==> src/rtl/alu_pipe.sv <==
// rtl/alu_pipe.sv - accumulator ALU feeding a DEPTH-entry result FIFO over valid/ready handshakes
package alu_pipe_pkg;
    typedef enum logic [2:0] {HLT, SKZ, ADD, AND, XOR, LDA, STO, JMP} opcode_t;
endpackage

module alu_pipe
    import alu_pipe_pkg::*;
#(
    parameter int WIDTH    = 8,
    parameter int DEPTH    = 2,
    parameter int SATURATE = 0
) (
    input  logic                       clk,
    input  logic                       rst,
    input  logic                       in_valid,
    output logic                       in_ready,
    input  logic [WIDTH-1:0]           accum,
    input  logic [WIDTH-1:0]           data,
    input  opcode_t                    opcode,
    output logic                       acc_zero,
    output logic                       out_valid,
    input  logic                       out_ready,
    output logic [WIDTH-1:0]           out,
    output logic                       carry,
    output logic                       ovf,
    output logic                       neg,
    output logic                       res_zero,
    output logic [$clog2(DEPTH):0]     count
);
    localparam int AW = $clog2(DEPTH);
    localparam int CW = AW + 1;
    localparam int EW = WIDTH + 3;

    logic [EW-1:0]    r_mem [DEPTH];
    logic [AW-1:0]    r_wr_ptr;
    logic [AW-1:0]    r_rd_ptr;
    logic [CW-1:0]    r_count;

    logic             w_full;
    logic             w_empty;
    logic             w_push;
    logic             w_pop;
    logic [WIDTH:0]   w_sum;
    logic [WIDTH-1:0] w_result;
    logic             w_carry;
    logic             w_ovf;
    logic [AW-1:0]    w_head_idx;
    logic [EW-1:0]    w_head;

    assign w_full  = (r_count == CW'(DEPTH));
    assign w_empty = (r_count == '0);
    // Push is gated on pre-edge fullness only, so a full FIFO never passes through on a pop edge.
    assign w_push  = in_valid && !w_full;
    assign w_pop   = out_ready && !w_empty;

    assign in_ready  = !w_full;
    assign out_valid = !w_empty;
    assign count     = r_count;
    assign acc_zero  = ~|accum;

    assign w_sum = {1'b0, accum} + {1'b0, data};

    always_comb begin
        w_result = accum;
        w_carry  = 1'b0;
        w_ovf    = 1'b0;
        case (opcode)
            ADD: begin
                w_carry  = w_sum[WIDTH];
                w_ovf    = (accum[WIDTH-1] == data[WIDTH-1]) && (w_sum[WIDTH-1] != accum[WIDTH-1]);
                w_result = ((SATURATE != 0) && w_sum[WIDTH]) ? {WIDTH{1'b1}} : w_sum[WIDTH-1:0];
            end
            AND:     w_result = accum & data;
            XOR:     w_result = accum ^ data;
            LDA:     w_result = data;
            default: w_result = accum;
        endcase
    end

    always_ff @(negedge clk or posedge rst) begin
        if (rst) begin
            for (int i = 0; i < DEPTH; i++) begin
                r_mem[i] <= '0;
            end
            r_wr_ptr <= '0;
            r_rd_ptr <= '0;
            r_count  <= '0;
        end else begin
            if (w_push) begin
                r_mem[r_wr_ptr] <= {(w_result == '0), w_carry, w_ovf, w_result};
                r_wr_ptr        <= r_wr_ptr + AW'(1);
            end
            if (w_pop) begin
                r_rd_ptr <= r_rd_ptr + AW'(1);
            end
            case ({w_push, w_pop})
                2'b10:   r_count <= r_count + CW'(1);
                2'b01:   r_count <= r_count - CW'(1);
                default: r_count <= r_count;
            endcase
        end
    end

    // When empty, present the most recently popped slot rather than a stale older one.
    assign w_head_idx = w_empty ? (r_rd_ptr - AW'(1)) : r_rd_ptr;
    assign w_head     = r_mem[w_head_idx];

    assign out      = w_head[WIDTH-1:0];
    assign ovf      = w_head[WIDTH];
    assign carry    = w_head[WIDTH+1];
    assign res_zero = w_head[WIDTH+2];
    assign neg      = w_head[WIDTH-1];
endmodule

==> config.mk <==
export PLATFORM = sky130hd
export DESIGN_NAME = alu_pipe
export DESIGN_NICKNAME = d
export VERILOG_FILES = /design/src/rtl/alu_pipe.sv
export SDC_FILE = /design/constraint.sdc
export NUM_CORES = 1
export LEC_CHECK = 0
export CAP_MARGIN = 20
export CORE_UTILIZATION = 45
export CTS_BUF_LIST = sky130_fd_sc_hd__clkbuf_8
export CTS_CLUSTER_SIZE = 30
export DETAILED_ROUTE_END_ITERATION = 16
export GPL_TIMING_DRIVEN = 0
export PLACE_DENSITY = 0.72
export SLEW_MARGIN = 10
export SYNTH_ARGS = -nofsm -noshare
export SYNTH_HDL_FRONTEND = slang
export SYNTH_SLANG_ARGS = --single-unit
==> constraint.sdc <==
create_clock -name clk -period 2.3 [get_ports clk]
set_clock_uncertainty 0.15 [all_clocks]
set_input_delay 0.345 -clock clk [delete_from_list [all_inputs] [get_ports clk]]
set_output_delay 0.345 -clock clk [all_outputs]
set_load 0.1 [all_outputs]
==> impl_results.md <==
* Status: finished with violations
* Failing checks: setup timing
* Placed cell area at 2650 µm²
* Initial core utilization at 47.0%
* DRC Markers at 0
* Cells after synthesis at 210
* Ant diodes at 0
* Synth unique cells at 56
* Syn-to-layout area delta at 70.1%
* Clk sinks at 26
* Initial antenna violation count at 0
* Depth of the CTS H-tree at 1
* Worst VDD drop at 1.26 mV
* Unrepaired setup endpoints after global routing: yes
* Aggregate routed wire length at 5.95 mm
* Main synth FF type: dfrtn_1
* Total grt overflow at 0
* Root Buffer: clkbuf_8
* Register clock-pin slew on the reported worst setup and hold paths at 0.06 ns
* Drt wl/cell at 17.0 µm
* DR vias at 1952
* Routed vias/inst at 5.56
* Max Slew Vio Count at 0
* Sw Ratio at 53.5%
* HPWL reported at the end of detailed placement at 3.47 mm
* Power Internal at 2.30 mW
* Hold Crit Class: reg -> reg
* Register bit total from synthesis at 26
* Crit path required time at 1.80 ns
* Rows at 24
* Syn_nets at 243
* Seq/Total Area, Yosys at 31.6%
* Setup Viol. Count Final at 40
* Most frequent cells in the layout: buf_4, buf_6, dfrtn_1
* Drt pass-1 iters at 4
* CTS Buf Count at 3
* Relative slew slack at 36.2%
* CTS tree: done
* Least-Margin Pin Slew at 0.961 ns
* # IOs at 40
* Largest net degree at the start of global routing at 27
* GPL Wtd Cong at 0.828
* CORE AREA at 4380 µm²
* NetSw at 2.65 mW
* Commonest non-fill, non-tap cell in the layout: buf_4
* # fillers at 281
* Die area at 4860 µm²
* Max FO, Critical Path at 5
* Crit path arrival time at 3.01 ns
* Crit end category: output pin
* Later-pin clock latency in the skew report at 0.28 ns
* Startpoint Class: register
* Port buffer count at 38
* Comb pwr share at 78.3%
* Max-Cap Viols at 0
* Crit Path Class: reg -> out
* Mean Syn Cell Area at 9.82 µm²
* EDFF count, synth at 0
* YS warnings at 0
* Die X at 69.7 µm
* Post-route cell area at 3510 µm²
* First-pass GRT wire length at 9.45 mm
* Reg power frac at 15.8%
* CTS Buffer Depth at 2
* Synthesized cell area at 2060 µm²
* Total track usage at 24.2%
* Hold Fails Final Rpt at 0
* Layout Nets at 333
* Hold_buf cts at 0
* Antenna Nets Post-Route at 0
* Post-synth ARST share at 100%
* Worst reg-to-reg setup slack at 0.35 ns
* Leak at 1.51 nW
* Die H at 69.7 µm
* Layout cells sized above 1 at 58.9%
* Final WS setup at -1.20 ns
* Vias in the first global route at 1960
* Share of total power in the clock network at 5.9%
* Iter 0 DRT Violations at 172
* Fin util at 80.0%
* Cell Pwr Density at 1410 nW/µm²
[repair_timing]
| action | CTS | global route |
|---|---|---|
| setup endpoints to repair | 67 | 41 |
| resized for setup | 252 | 29 |
| setup buffers | 35 | 13 |
| gates cloned | 3 | 0 |
| pin swaps | 37 | 15 |
[worst max-delay path: stages, from the launching register on]
cell and delay [ns]:
dfrtn_1 0.35, or2_4 0.28, xor2_4 0.19, buf_6 0.16, mux2_4 0.32, buf_12 0.13, buf_12 0.15
[final cells by class]
cell class | count | area (µm²) | area share (%)
buffer | 12 | 161 | 4.60
clock buffer | 4 | 55.1 | 1.57
inverter | 6 | 26.3 | 0.749
multi-input combinational | 166 | 1720 | 49.1
sequential | 26 | 651 | 18.5
tap | 52 | 65.1 | 1.85
timing repair buffer | 85 | 827 | 23.6
[sequential cells by signal, summed over array words and instances (netlist names)]
register,count
r_mem,22
count,2
r_rd_ptr,1
r_wr_ptr,1
[metrics by stage]
| stage | hold slack, ns | worst slack, ns | std cells | setup TNS, ns | power, mW |
|---|---|---|---|---|---|
| 2_1_floorplan | 0.254 | -1.88 | 210 | -41.23 | 3.28 |
| 3_3_place_gp | 0.272 | -1.91 | 300 | -72.50 | 3.85 |
| 3_5_place_dp | 0.276 | -1.90 | 300 | -72.97 | 3.88 |
| 6_report | 0.274 | -1.20 | 351 | -33.10 | 4.96 |
| 5_1_grt | 0.291 | -1.24 | 351 | -34.88 | 5.14 |
| 4_1_cts | 0.277 | -1.18 | 342 | -32.40 | 4.76 |
[path summary, 6_finish.rpt]
kind,from,to,depth (start not counted)
setup / recovery,count[1]$_DFFE_NP0P_,out[7],6
hold / removal,r_mem[10]$_DFFE_NP0P_,r_mem[10]$_DFFE_NP0P_,2
setup reg to reg,count[0]$_DFFE_NP0P_,r_mem[13]$_DFFE_NP0P_,10
hold reg to reg,r_mem[10]$_DFFE_NP0P_,r_mem[10]$_DFFE_NP0P_,2
max in group asynchronous,rst,r_mem[11]$_DFFE_NP0P_,2
min in group asynchronous,rst,r_mem[18]$_DFFE_NP0P_,2
[Yosys cell counts (2+ instances only)]
| library cell | instances | area [µm²] |
|---|---|---|
| dfrtn_1 | 26 | 651 |
| inv_1 | 6 | 22.5 |
| a21oi_1 | 14 | 70.1 |
| nor2_1 | 13 | 48.8 |
| a31oi_1 | 3 | 18.8 |
| o21ai_0 | 11 | 55.1 |
| buf_4 | 2 | 15.0 |
| a21o_1 | 3 | 22.5 |
| ha_1 | 9 | 113 |
| or4_1 | 2 | 15.0 |
| nor2b_1 | 4 | 25.0 |
| mux2_2 | 18 | 203 |
| nand2_1 | 19 | 71.3 |
| mux2i_1 | 11 | 110 |
| xor2_1 | 5 | 43.8 |
| o211ai_1 | 2 | 15.0 |
| xnor2_1 | 5 | 43.8 |
| nand2b_1 | 5 | 31.3 |
| buf_6 | 2 | 22.5 |
| nand3_1 | 5 | 25.0 |
| o211ai_2 | 2 | 25.0 |
| a211oi_1 | 2 | 15.0 |
| buf_2 | 6 | 30.0 |
| o22ai_1 | 2 | 12.5 |
| nand3b_1 | 2 | 15.0 |
[kinds of logic after synthesis]
family,synth area share (%)
xor gates and xnor gates,5.04
buffers and inverters,5.52
muxes,15.9
AOI/OAI and AO/OA,20.8
adders and majority gates,6.43
and+or+nand+nor,14.8
DFF,31.6
[metal layers]
metal | GRT usage, % | up-vias | wire, µm
met3 | 2.62 | 8 | 153
met5 | 0 | - | 0
met1 | 33.0 | 961 | 2640
li1 | - | 947 | -
met4 | 2.67 | 0 | 58
met2 | 42.9 | 36 | 3100
[power groups by stage]
stage / Clock (mW) / Combinational, mW / Sequential, mW
2_1_floorplan: 0 / 2.39 / 0.889
3_3_place_gp: 0 / 3.08 / 0.776
3_5_place_dp: 0 / 3.10 / 0.781
4_1_cts: 0.293 / 3.69 / 0.775
5_1_grt: 0.316 / 4.02 / 0.808
6_report: 0.292 / 3.88 / 0.783
Note: power is estimated with default switching activity, not from simulation.
